<file path="src/rtl/cpu_types_pkg.sv">
// Shared CPU types: request-sequencer state and the data-request pair.
// Latency: none (types and pure functions only).
// Backpressure: not applicable.
package cpu_types_pkg;

    // Memory request sequencer state, shared with the hazard/pipeline logic
    typedef enum logic [1:0] {
        FETCH  = 2'd0,
        DATA   = 2'd1,
        HALTED = 2'd2
    } req_state_t;

    // Latched data-access type
    typedef struct packed {
        logic rd;
        logic wr;
    } dreq_t;

    // A store wins when both strobes are set, so rd and wr are never both 1
    function automatic dreq_t decode_dreq(input logic dren, input logic dwen);
        dreq_t r;
        r.wr = dwen;
        r.rd = dren & ~dwen;
        return r;
    endfunction

endpackage

</file>
<file path="src/rtl/sat_counter.sv">
// Unsigned up-counter that sticks at all-ones instead of wrapping.
// Latency: q reflects en one cycle later.
// Backpressure: none; en is sampled every cycle.
module sat_counter #(
    parameter int W = 32
) (
    input  logic         core_clk,
    input  logic         arst_n,
    input  logic         en,
    output logic [W-1:0] q
);

    // Count up on en until the maximum value, then hold
    always_ff @(posedge core_clk or negedge arst_n) begin
        if (!arst_n) begin
            q <= '0;
        end else if (en && (q != {W{1'b1}})) begin
            q <= q + W'(1);
        end
    end

endmodule

</file>
<file path="src/rtl/mem_request_unit.sv">
// Sequences instruction fetch then optional data access; drives PC enable, halt and perf counters.
// Latency: ALU op retires in the ihit cycle; load/store retires in the dhit cycle (>= 2 cycles).
// Backpressure: waits indefinitely on ihit/dhit, counting each wait cycle as a stall.
module mem_request_unit
    import cpu_types_pkg::*;
#(
    parameter int CNT_W = 32
) (
    input  logic             CLK,
    input  logic             nRST,
    input  logic             ihit,
    input  logic             dhit,
    input  logic             cu_dren,
    input  logic             cu_dwen,
    input  logic             cu_halt,
    output logic             imemREN,
    output logic             dmemREN,
    output logic             dmemWEN,
    output logic             pc_en,
    output logic             halt,
    output logic [CNT_W-1:0] instr_count,
    output logic [CNT_W-1:0] stall_count
);

    req_state_t state, state_nxt;
    dreq_t      dreq_q, dreq_nxt;
    logic       halt_q, halt_nxt;
    logic       pc_en_c;
    logic       retire;
    logic       stall;

    // State, latched data request and sticky halt
    always_ff @(posedge CLK or negedge nRST) begin
        if (!nRST) begin
            state  <= FETCH;
            dreq_q <= '0;
            halt_q <= 1'b0;
        end else begin
            state  <= state_nxt;
            dreq_q <= dreq_nxt;
            halt_q <= halt_nxt;
        end
    end

    // Next-state, retire/stall strobes and the same-cycle PC advance
    always_comb begin
        state_nxt = state;
        dreq_nxt  = dreq_q;
        halt_nxt  = halt_q;
        pc_en_c   = 1'b0;
        retire    = 1'b0;
        stall     = 1'b0;
        case (state)
            FETCH: begin
                if (ihit) begin
                    if (cu_halt) begin
                        // HALT retires but never advances the PC; any memory strobe is dropped
                        state_nxt = HALTED;
                        halt_nxt  = 1'b1;
                        retire    = 1'b1;
                    end else if (cu_dren || cu_dwen) begin
                        state_nxt = DATA;
                        dreq_nxt  = decode_dreq(cu_dren, cu_dwen);
                    end else begin
                        pc_en_c = 1'b1;
                        retire  = 1'b1;
                    end
                end else begin
                    stall = 1'b1;
                end
            end
            DATA: begin
                // Request type is already latched; ihit and cu_* are don't-care here
                if (dhit) begin
                    state_nxt = FETCH;
                    dreq_nxt  = '0;
                    pc_en_c   = 1'b1;
                    retire    = 1'b1;
                end else begin
                    stall = 1'b1;
                end
            end
            HALTED: begin
                // Absorbing: counters frozen, nothing requested
            end
            default: begin
                state_nxt = FETCH;
                dreq_nxt  = '0;
            end
        endcase
    end

    // Gating by nRST keeps every request/enable low while reset is held
    assign imemREN = nRST && (state == FETCH);
    assign dmemREN = dreq_q.rd;
    assign dmemWEN = dreq_q.wr;
    assign pc_en   = nRST && pc_en_c;
    assign halt    = halt_q;

    sat_counter #(.W(CNT_W)) u_instr_cnt (
        .core_clk (CLK),
        .arst_n   (nRST),
        .en       (retire),
        .q        (instr_count)
    );

    sat_counter #(.W(CNT_W)) u_stall_cnt (
        .core_clk (CLK),
        .arst_n   (nRST),
        .en       (stall),
        .q        (stall_count)
    );

endmodule

</file>
<file path="config.mk">
export PLATFORM = sky130hd
export DESIGN_NAME = mem_request_unit
export DESIGN_NICKNAME = d
export VERILOG_FILES = /design/src/rtl/cpu_types_pkg.sv /design/src/rtl/sat_counter.sv /design/src/rtl/mem_request_unit.sv
export SDC_FILE = /design/constraint.sdc
export NUM_CORES = 1
export LEC_CHECK = 0
export CORE_UTILIZATION = 30
export DETAILED_ROUTE_END_ITERATION = 10
export PLACE_DENSITY_LB_ADDON = 0.3
export SYNTH_ARGS = -nofsm -noshare
export SYNTH_HDL_FRONTEND = slang
export SYNTH_SLANG_ARGS = --single-unit
export TNS_END_PERCENT = 100
</file>
<file path="constraint.sdc">
create_clock -name CLK -period 5.67 [get_ports CLK]
set_input_delay 1.134 -clock CLK [delete_from_list [all_inputs] [get_ports CLK]]
set_output_delay 1.134 -clock CLK [all_outputs]
set_load 0.01 [all_outputs]
</file>
# ---- Word level (Yosys, flattened, before mapping)
# Cells that the tools add are included.
dict set report classes {
  shifts 0
  n_lt_le_gt_ge 0
  add_sub_neg 2
  div_mod_pow 0
  muxes 20
  eq_ne 9
  n_reduce_logical 9
  bitwise 3
  multipliers 0
}
# op n
set op_table {}
lappend op_table {{$add A32 B1 Y32 const B} 2}
lappend op_table {{$ne A32 B32 Y1 const B} 2}
lappend op_table {{$mux W2} 7}
lappend op_table {{$pmux W2 S3} 2}
lappend op_table {{$mux W1} 8}
lappend op_table {{$ne A2 B2 Y1 const B} 4}
lappend op_table {{$pmux W1 S2} 3}
lappend op_table {{$reduce_and A5 Y1} 1}
lappend op_table {{$logic_and A1 B1 Y1} 4}
lappend op_table {{$reduce_and A4 Y1} 1}
lappend op_table {{$ne A3 B3 Y1 const B} 1}
lappend op_table {{$reduce_and A3 Y1} 1}
lappend op_table {{$eq A2 B1 Y1 const B} 1}
lappend op_table {{$eq A2 B2 Y1 const B} 1}
lappend op_table {{$logic_not A2 Y1} 1}
lappend op_table {{$not A1 Y1} 2}
lappend op_table {{$and A1 B1 Y1} 1}
lappend op_table {{$logic_or A1 B1 Y1} 1}
dict set report word_totals {
  ramBits 0
  mem_bits_ro 0
  ff_bits 69
  output_inout_bits 69
  latch_bits 0
  n_memories 0
  inputBits 7
  word_cells 49
}

# ---- Depth between registers and ports, before layout
# Gate-level depths: netlist of the first run.
dict set report depth {
  ltp_word 6
  ltp_mapped 7
  ltp_nobuf 6
}

# ---- Modules after synthesis
# Synthesis of the first run repeated with hierarchy kept, for this count alone.
dict set report hier_totals {
  cells_unflattened 327
  hier_area_um2 3473.3
}
# module cells_each area_each_um2 seq_area_each_um2 instances
set by_module_without_submodules {}
lappend by_module_without_submodules {{sat_counter at u_stall_cnt} 151 1624.1 800.8 1}
lappend by_module_without_submodules {{sat_counter at u_instr_cnt} 140 1522.7 800.8 1}
lappend by_module_without_submodules {mem_request_unit 36 326.6 125.1 1}

# ---- Worst setup path before layout of the first run
# Ideal clock, no wire load.
dict set report synth_path {
  path_kind {input to output}
  startpoint {input cu_halt}
  endpoint {output pc_en}
  t_required_ns 4.536
  arrival_time_ns 1.814
  stages 4
  n_path_buf 1
  slack_ns 2.722
  path_cell_list {clkbuf_1 nor2_1 a31oi_1 nor3b_1}
}
dict set report synth_between {
  elab_chain_cells 4
}
# item line_no
set synth_rtl {}
lappend synth_rtl {{from (decl)} mem_request_unit.sv:15} ;# input logic cu_halt,
lappend synth_rtl {{$mux W1} mem_request_unit.sv:56} ;# if (cu_halt) begin
lappend synth_rtl {{$mux W1} mem_request_unit.sv:55} ;# if (ihit) begin
lappend synth_rtl {{$pmux W1 S2} mem_request_unit.sv:53} ;# case (state)
lappend synth_rtl {{$logic_and A1 B1 Y1} mem_request_unit.sv:97} ;# assign pc_en = nRST && pc_en_c;
lappend synth_rtl {{to (decl)} mem_request_unit.sv:19} ;# output logic pc_en,
# No other way between the ends.

# ---- Final worst setup path of the first run
dict set report layout_path {
  startpoint {input cu_dwen}
  endpoint {output pc_en}
}
dict set report layout_between {
  elab_chain_cells 6
}
# item line_no
set layout_rtl {}
lappend layout_rtl {{from (decl)} mem_request_unit.sv:14} ;# input logic cu_dwen,
lappend layout_rtl {{$logic_or A1 B1 Y1} mem_request_unit.sv:61} ;# end else if (cu_dren || cu_dwen) begin
lappend layout_rtl {{$mux W1} mem_request_unit.sv:61}
lappend layout_rtl {{$mux W1} mem_request_unit.sv:56}
lappend layout_rtl {{$mux W1} mem_request_unit.sv:55}
lappend layout_rtl {{$pmux W1 S2} mem_request_unit.sv:53}
lappend layout_rtl {{$logic_and A1 B1 Y1} mem_request_unit.sv:97}
# No other way between the ends.

==> results of run 1 <==
area by class of cell:
type / count / area [sq um] / share of cell area
Multi-Input combinational cell: 242 / 1670 / 0.360
Sequential cell: 69 / 1730 / 0.371
Clock inverter: 4 / 47.5 / 0.0102
Clock buffer: 12 / 246 / 0.0530
Inverter: 8 / 30.0 / 0.00646
Timing Repair Buffer: 76 / 753 / 0.162
Tap cell: 140 / 175 / 0.0377
cells in the final DEF, fill, tap and decap left out, drive strengths merged, types with 2 or more instances in the layout:
cell type and count:
dfrtp 69, mux2 3, nand4 27, and4 6
xor2 15, a31oi 3, nand3b 2, clkdlybuf4s50 74
nand3 31, xnor2 42, nor3 13, and3 13
nor4 3, clkinv 2, clkbuf 12, buf 2
a21oi 3, o211ai 2, o311ai 2, mux2i 2
nor2 21, inv 8, nand2 28, and2 4
ha 2
power groups by stage:
stage	Combinational (mW)	Clock [mW]	Sequential, mW
4_1_cts	0.277	0.575	0.607
3_3_place_gp	0.270	0	0.613
3_5_place_dp	0.276	0	0.615
2_1_floorplan	0.137	0	0.619
5_1_grt	0.302	0.591	0.616
6_report	0.274	0.556	0.607
cells by family after synthesis:
| group | Yosys count | share of synthesized area |
|---|---|---|
| AO/OA/AOI/OAI | 24 | 0.0658 |
| XOR/XNOR | 57 | 0.144 |
| adder cells (fa/ha/maj) | 2 | 0.00722 |
| buffers and inverters | 15 | 0.0184 |
| flip-flops | 69 | 0.499 |
| multiplexers | 5 | 0.0155 |
| AND/OR/NAND/NOR | 154 | 0.250 |
critical path, delay by kind of cell:
| family | cells | cell delay [ns] |
|---|---|---|
| AO/OA/AOI/OAI | 1 | 0.13 |
| AND/OR/NAND/NOR | 2 | 0.62 |
| buffers and inverters | 2 | 1.05 |
routing by layer:
metal	vias to the layer above	track usage	wire, um
met5	-	0	0
met4	0	0.0429	102
met3	10	0.0433	358
met2	65	0.239	3870
met1	1363	0.176	3560
li1	1333	-	-
worst max path at each step:
stage          startpoint    end  slack (ns)  cells after the start
5_1_grt           cu_dwen  pc_en        1.46                      5
4_1_cts           cu_dwen  pc_en        1.60                      5
3_3_place_gp      cu_dwen  pc_en        1.65                      5
2_1_floorplan     cu_halt  pc_en        2.72                      4
6_report          cu_dwen  pc_en        1.60                      5
3_5_place_dp      cu_dwen  pc_en        1.61                      5
flip-flops by register name, summed over array words and instances (netlist names):
register / count
u_stall_cnt.q: 32
u_instr_cnt.q: 32
halt: 1
state: 2
dmemWEN: 1
dmemREN: 1
through the flow:
| step | hold slack (ns) | utilization | instance area [sq um] | power, mW | setup slack (ns) |
|---|---|---|---|---|---|
| floorplan | 0.503 | - | 3460 | 0.756 | 2.72 |
| global placement | 0.479 | 0.395 | 4360 | 0.883 | 1.65 |
| detailed placement | 0.479 | 0.395 | 4360 | 0.892 | 1.61 |
| CTS | 0.494 | 0.422 | 4650 | 1.46 | 1.60 |
| global route | 0.517 | 0.422 | 4650 | 1.51 | 1.46 |
| finish | 0.484 | 0.422 | 4650 | 1.44 | 1.60 |
==> impl_metrics.yaml, run 1 <==
setup_path:
  cpMostUsedCell: "clkdlybuf4s50_1"
  cp_data_arrival_time_ns: 2.94
  reg2reg_slack_ns: 3.41
  critical_path.max_stage_delay_ns: 0.60
  crit_path_cell_trace: "clkdlybuf4s50_1 > nor2_1 > a31oi_1 > nor3b_1 > clkdlybuf4s50_1"
  endpoint_kind: "primary output"
  critical_path.reg2reg.startpoint: "state[0]$_DFFE_PN0P_"
  rr_worst_depth: 5
  critical_path_peak_fanout: 4
  worstReg2RegEnd: "u_stall_cnt.q[14]$_DFFE_PN0P_"
  cp.required_ns: 4.54
  timing.critical_path.slowest_stage_cell: "clkdlybuf4s50_1"
  setup.worst_path.class: "input port to primary output"
  critPathLaunchType: "input port"
yosys:
  synth.distinct_cells: 50
  synth.net_count: 335
  syn_avg_cell_area_sq_um: 10.6
  part_of_the_yosys_area_used_for_sequential_elements: 0.499
  ys_flop_type: "dfrtp_1"
  mappedNetlistArea_sq_mm: 0.00346
  syn_inst: 326
  synthMostInstantiatedCell: "dfrtp_1"
  post-synth-top-area-fraction: 0.499
  synthDominantAreaCellType: "dfrtp_1"
  synth-seq-cells: 69
  post_synth_most_frequent_cells: "dfrtp_1 (69), xnor2_1 (42), nand3_1 (31)"
  synth_async_sr_flop_share: 1.00
  number_of_enable_flip_flop_cells_after_synthesis: 0
  synth_area_leaders: "dfrtp_1 (50%), xnor2_1 (11%), nand3_1 (4.5%), nand4_1 (4.3%), xor2_1 (3.8%)"
  number_of_warning_messages_in_the_yosys_log: 0
place:
  port-buffer-count: 75
  place_congestion: 0.737
  hpwl_mm: 5.70
  post-place-cells: 535
drt:
  dr.pass1.iters: 4
  detailedRoute.firstIterationViolations: 109
  viasPerCell: 5.03
  vias: 2771
  drt_drc_violations_left: 0
  wirelength_routed_mm: 7.89
  post_route_ant_nets: 0
  routed_wire_length_per_instance_um: 14.3
sta:
  grt_setup_unrepaired: "false"
  hold_viol: 0
  minimum_clock_period_ns: 4.07
  slew-limit-headroom: 0.480
  fin_setup_tns_ns: 0
  timing_max_transition_violations_final: 0
  worst_clock_skew_ns: 0.00663
  worst_pin_slew_ns: 0.781
  finalSetupViolCount: 0
  post-route-period-util: 0.718
  achievable-frequency_ghz: 0.246
job:
  timing.max_cap.violations: 0
worst_hold_path:
  worst_hold_path_class: "flop to flop"
  timing.hold.worst_path_depth: 1
  timing.hold.worst.start: "halt$_DFFE_PN0P_"
  hold-path-endpoint: "halt$_DFFE_PN0P_"
floorplanning:
  core_area_sq_mm: 0.0110
  floorplan.die.width_um: 109
  num_io_pins: 76
  fp.dieArea_sq_mm: 0.0120
  initial_core_util: 0.314
  placement_rows: 38
  die-height_um: 109
grt:
  antenna_found_initial: 0
  grt_first_pass_wirelength_mm: 13.2
  first_global_vias: 2740
  gr-total-overflow: 0
  grtUsageTotal: 0.143
  grt_start_max_net_pins: 37
finish:
  layoutNonFillerInstCount: 551
  fillerInstances: 1088
  layout-area-overhead-vs-synth_pct: 34.3
  drive_gt1_frac: 0.0779
  insertedDiodeCount: 0
  finalNetCount: 415
pwr:
  sw_frac_of_total: 0.283
  power.combinational.fraction: 0.191
  vdd.ir_drop.worst_v: 0.000200
  clock_power_share: 0.387
  power.share.sequential: 0.422
  powerDensity_mw_per_mm2: 309
  reported_net_switching_power_mw: 0.406
  static_leakage_nw: 1.91
  internal_power_mw: 1.03
clock_network:
  cts.hold.buffers_added: 0
  tritoncts_clock_tree: "yes"
  numCtsBuffers: 9
  clk_latency_ns: 0.33
  cts-resized-gates: 0
  cts.sink_count: 69
  cts.clk_slew.worst_paths_ns: 0.05
  post_cts.repair.setup_buffers: 0
  max-clock-path-buffers: 2
  clock_tree.root_cell: "clkbuf_16"
  htree_levels: 3
status:
  run_status: "finished, final reports clean"
No activity file was read; power rests on OpenSTA's default activity.
==> inputs of run 2 (changes only) <==
Clock period 5.67 ns to 3.6 ns, I/O delays scaled along.
==> impl_metrics.yaml, run 2 (synthesis gave the netlist of run 1 again) <==
status:
  run_status: "finished, final reports clean"
floorplanning:
  die-height_um: 109
  initial_core_util: 0.314
  floorplan.die.width_um: 109
  placement_rows: 38
  core_area_sq_mm: 0.0110
  num_io_pins: 76
  fp.dieArea_sq_mm: 0.0120
place:
  place_congestion: 0.780
  post-place-cells: 539
  hpwl_mm: 5.89
  place_worst_setup_slack_ns: 0.383
  detailed_place.area_sq_mm: 0.00439
  port-buffer-count: 75
setup_path:
  timing.critical_path.slowest_stage_cell: "clkdlybuf4s50_1"
  critPathLaunchType: "input port"
  endpoint_kind: "primary output"
  critical_path_peak_fanout: 4
  setup.worst_path.class: "input port to primary output"
  reg2reg_slack_ns: 1.39
  critical_path.max_stage_delay_ns: 0.59
  crit_path_cell_trace: "clkdlybuf4s50_1 > nor2_1 > a31oi_1 > nor3b_1 > clkdlybuf4s50_1"
  cp_data_arrival_time_ns: 2.50
  cp.required_ns: 2.88
  cpMostUsedCell: "clkdlybuf4s50_1"
drt:
  wirelength_routed_mm: 8.17
  routed_wire_length_per_instance_um: 14.7
  post_route_ant_nets: 0
  drt_drc_violations_left: 0
  dr.pass1.iters: 4
  detailedRoute.firstIterationViolations: 94
  vias: 2779
  viasPerCell: 5.01
finish:
  final_standard_cell_utilization_of_the_core: 0.429
  drive_gt1_frac: 0.0892
  layoutNonFillerInstCount: 555
  fillerInstances: 1089
  insertedDiodeCount: 0
  largest_registers: "u_instr_cnt.q: 32 flops, u_stall_cnt.q: 32 flops, state: 2 flops"
  layout-area-overhead-vs-synth_pct: 36.5
  finalNetCount: 419
  stdcell_area_sq_mm: 0.00473
  mostFrequentLayoutCell: "clkdlybuf4s50_1"
  most-common-layout-cells: "clkdlybuf4s50_1 (74), dfrtp_1 (69), xnor2_1 (42), nand3_1 (31), nand2_1 (28)"
sta:
  minimum_clock_period_ns: 3.22
  worst_clock_skew_ns: 0.0117
  hold_ws_ns: 0.440
  setup_slack_ns: 0.385
  worst_pin_slew_ns: 0.602
  achievable-frequency_ghz: 0.311
  finalSetupViolCount: 0
  post-route-period-util: 0.893
  hold_viol: 0
  grt_setup_unrepaired: "false"
  timing_max_transition_violations_final: 0
  fin_setup_tns_ns: 0
  slew-limit-headroom: 0.595
grt:
  grtUsageTotal: 0.148
  gr-total-overflow: 0
  grt_first_pass_wirelength_mm: 13.7
  first_global_vias: 2737
  grt_start_max_net_pins: 42
  antenna_found_initial: 0
pwr:
  total_power_mw: 2.41
  static_leakage_nw: 1.95
  powerDensity_mw_per_mm2: 510
  vdd.ir_drop.worst_v: 0.000339
clock_network:
  cts-resized-gates: 0
  max-clock-path-buffers: 2
  htree_levels: 3
  cts.sink_count: 69
  numCtsBuffers: 9
  cts.clk_slew.worst_paths_ns: 0.06
  post_cts.repair.setup_buffers: 0
  clock_tree.root_cell: "clkbuf_16"
  tritoncts_clock_tree: "yes"
  cts.hold.buffers_added: 0
  clk_latency_ns: 0.34
job:
  timing.max_cap.violations: 0
worst_hold_path:
  worst_hold_path_class: "input port to asynchronous set/reset pin"
run 2: cell count changes in the layout (fill, tap and decap cells not counted), sizes merged:
| cell | previous run | this run |
|---|---|---|
| clkbuf | 12 | 10 |
| bufinv | 1 | 3 |
| buf | 2 | 6 |
run 2: final cells by class:
class | count | area (sq um) | share of cell area
Clock buffer | 10 | 229 | 0.0484
Sequential cell | 69 | 1730 | 0.365
Timing Repair Buffer | 80 | 783 | 0.166
Tap cell | 140 | 175 | 0.0370
Inverter | 8 | 30.0 | 0.00635
Multi-Input combinational cell | 242 | 1670 | 0.354
Clock inverter | 6 | 111 | 0.0236
run 2: worst paths after layout:
check | from | to | cells after the start
hold / removal | nRST | u_stall_cnt.q[4]$_DFFE_PN0P_ | 2
max in group asynchronous | nRST | u_instr_cnt.q[14]$_DFFE_PN0P_ | 2
setup reg to reg | u_stall_cnt.q[0]$_DFFE_PN0P_ | u_stall_cnt.q[1]$_DFFE_PN0P_ | 6
setup / recovery | cu_dwen | pc_en | 5
hold reg to reg | halt$_DFFE_PN0P_ | halt$_DFFE_PN0P_ | 1
min in group CLK | halt$_DFFE_PN0P_ | halt$_DFFE_PN0P_ | 1
run 2: routing by layer:
| layer | vias up | share of wire | track usage |
|---|---|---|---|
| li1 | 1342 | - | - |
| met3 | 10 | 0.042 | 0.0314 |
| met4 | 0 | 0.016 | 0.0629 |
| met1 | 1367 | 0.46 | 0.191 |
| met5 | - | 0 | 0 |
| met2 | 60 | 0.48 | 0.241 |
run 2: power by group:
part           internal [mW]  total [mW]  switching [mW]  leakage, nW
Sequential             0.849       0.956           0.106        0.918
Clock                  0.677        1.02           0.339        0.163
Combinational          0.230       0.440           0.211        0.873
Total                   1.76        2.41           0.656         1.95
run 2: critical path, delay by kind of cell:
family                 cells  cell delay (ns)
AOI/OAI and AO/OA          1             0.14
and+or+nand+nor            2             0.60
buffers and inverters      2             1.03
==> inputs of run 3 (changes only) <==
Settings changed: ABC_AREA set to 1.
==> impl_metrics.yaml, run 3 <==
drt:
  wirelength_routed_mm: 12.6
  drt_drc_violations_left: 0
  vias: 4598
  detailedRoute.firstIterationViolations: 295
  routed_wire_length_per_instance_um: 12.7
  post_route_ant_nets: 0
  dr.pass1.iters: 4
  viasPerCell: 4.62
setup_path:
  cell_family_with_most_cp_delay: "buffers and inverters"
  setup.worst_path.class: "input port to primary output"
  timing.critical_path.slowest_stage_cell: "clkdlybuf4s50_1"
  crit_path_cell_trace: "clkdlybuf4s50_1 > inv_1 > nand2_1 > nor2_1 > nand2_1 > a21oi_1 > clkdlybuf4s50_1"
  worst_path_bufs_invs: 3
  critPathLaunchType: "input port"
  endpoint_kind: "primary output"
  cp_data_arrival_time_ns: 2.20
  critical_path_peak_fanout: 3
  cp.required_ns: 2.88
  critical_path.max_stage_delay_ns: 0.55
place:
  port-buffer-count: 75
  hpwl_mm: 9.14
  place_congestion: 0.878
  detailed_place.area_sq_mm: 0.00550
  place_worst_setup_slack_ns: 0.664
finish:
  finalNetCount: 816
  most-common-layout-cells: "nand2_1 (355), nor2_1 (113), clkdlybuf4s50_1 (74), dfrtp_1 (69), inv_1 (65)"
  fillerInstances: 1599
  drive_gt1_frac: 0.0468
  insertedDiodeCount: 0
  largest_registers: "u_instr_cnt.q: 32 flops, u_stall_cnt.q: 32 flops, state: 2 flops"
  layout-area-overhead-vs-synth_pct: 26.5
  mostFrequentLayoutCell: "nand2_1"
  final_standard_cell_utilization_of_the_core: 0.395
  stdcell_area_sq_mm: 0.00582
sta:
  minimum_clock_period_ns: 2.92
  hold_ws_ns: 0.464
  grt_setup_unrepaired: "false"
  achievable-frequency_ghz: 0.342
  post-route-period-util: 0.812
  worst_clock_skew_ns: 0.00763
  slew-limit-headroom: 0.379
  timing_max_transition_violations_final: 0
  finalSetupViolCount: 0
  hold_viol: 0
  setup_slack_ns: 0.677
  fin_setup_tns_ns: 0
  worst_pin_slew_ns: 0.931
grt:
  grt_start_max_net_pins: 70
  antenna_found_initial: 0
  gr-total-overflow: 0
  grt_first_pass_wirelength_mm: 21.2
  first_global_vias: 4337
  grtUsageTotal: 0.168
yosys:
  number_of_enable_flip_flop_cells_after_synthesis: 0
  synthDominantAreaCellType: "dfrtp_1"
  number_of_warning_messages_in_the_yosys_log: 0
  ys_flop_type: "dfrtp_1"
  post_synth_most_frequent_cells: "nand2_1 (355), nor2_1 (113), dfrtp_1 (69)"
  synth_async_sr_flop_share: 1.00
  synth-seq-cells: 69
  syn_avg_cell_area_sq_um: 6.31
  synth.net_count: 738
  post-synth-top-area-fraction: 0.375
  part_of_the_yosys_area_used_for_sequential_elements: 0.375
  synth.distinct_cells: 23
  mappedNetlistArea_sq_mm: 0.00460
  synthMostInstantiatedCell: "nand2_1"
  syn_inst: 729
  synth_area_leaders: "dfrtp_1 (38%), nand2_1 (29%), nor2_1 (9.2%), inv_1 (5.3%), nand3_1 (4.6%)"
floorplanning:
  core_area_sq_mm: 0.0148
  fp.dieArea_sq_mm: 0.0158
  placement_rows: 44
  num_io_pins: 76
  initial_core_util: 0.312
  floorplan.die.width_um: 126
  die-height_um: 126
worst_hold_path:
  worst_hold_path_class: "flop to flop"
clock_network:
  post_cts.repair.setup_buffers: 0
  htree_levels: 3
  cts-resized-gates: 0
  cts.clk_slew.worst_paths_ns: 0.06
  tritoncts_clock_tree: "yes"
  max-clock-path-buffers: 2
  cts.sink_count: 69
  numCtsBuffers: 9
  cts.hold.buffers_added: 0
  clock_tree.root_cell: "clkbuf_16"
  clk_latency_ns: 0.34
pwr:
  vdd.ir_drop.worst_v: 0.000189
  powerDensity_mw_per_mm2: 303
  static_leakage_nw: 2.56
job:
  timing.max_cap.violations: 0
status:
  run_status: "finished, final reports clean"
## run 3: cell count changes in the layout (fill, tap and decap cells not counted), moves of 9 or more
cell and delta:
nand3_1 +11, o21ai_0 +9, nand2_1 +327, nor3_1 -11
nor2_1 +92, nand4_1 -14, and3_1 -13, xnor2_1 -32
inv_1 +57
## run 3: cell families (layout without fill, tap and decap cells)
group / Yosys count / count (layout) / share of synthesized area
XOR/XNOR: 22 / 22 / 0.0419
adder cells (fa/ha/maj): 2 / 2 / 0.00544
flip-flops: 69 / 69 / 0.375
AO/OA/AOI/OAI: 16 / 16 / 0.0179
AND/OR/NAND/NOR: 544 / 544 / 0.485
buffers and inverters: 76 / 159 / 0.0742
## run 3: power breakdown
part	total (mW)	internal, mW	switching (mW)
Combinational	0.0262	0.00696	0.0193
Clock	0.960	0.596	0.364
Sequential	0.776	0.775	0
## run 3: tightest hold or removal path, cell delays in order, from the launching register on
cell	delay [ns]
dfrtp_1	0.34
inv_1	0.04
nand2_1	0.05
## run 3: path summary, 6_finish.rpt
check,start,to,slack (ns),depth (start not counted)
max in group asynchronous,nRST,u_stall_cnt.q[0]$_DFFE_PN0P_,2.38,2
worst max register to register,u_instr_cnt.q[0]$_DFFE_PN0P_,u_instr_cnt.q[23]$_DFFE_PN0P_,1.55,10
worst max-delay path,cu_dwen,pc_en,0.68,7
worst min register to register,halt$_DFFE_PN0P_,halt$_DFFE_PN0P_,0.46,2
worst min-delay path,halt$_DFFE_PN0P_,halt$_DFFE_PN0P_,0.46,2
min in group asynchronous,nRST,u_stall_cnt.q[9]$_DFFE_PN0P_,0.62,2
## run 3: stage by stage
step | instances | power (mW)
6_report | 996 | 1.76
5_1_grt | 996 | 1.82
4_1_cts | 996 | 1.79
3_5_place_dp | 980 | 0.818
3_3_place_gp | 980 | 0.818
2_1_floorplan | 729 | 0.792
## run 3: final cells by class
class / count / area (sq um) / share of cell area
Clock inverter: 4 / 53.8 / 0.00924
Tap cell: 184 / 230 / 0.0395
Multi-Input combinational cell: 584 / 2530 / 0.435
Inverter: 67 / 256 / 0.0440
Timing Repair Buffer: 76 / 756 / 0.130
Sequential cell: 69 / 1730 / 0.297
Clock buffer: 12 / 267 / 0.0458
## run 3: layer usage
metal / vias up / track usage / share of wire
li1: 2386 / - / -
met4: 0 / 0.0617 / 0.017
met3: 19 / 0.0310 / 0.051
met1: 2078 / 0.216 / 0.47
met5: - / 0 / 0
met2: 115 / 0.281 / 0.46
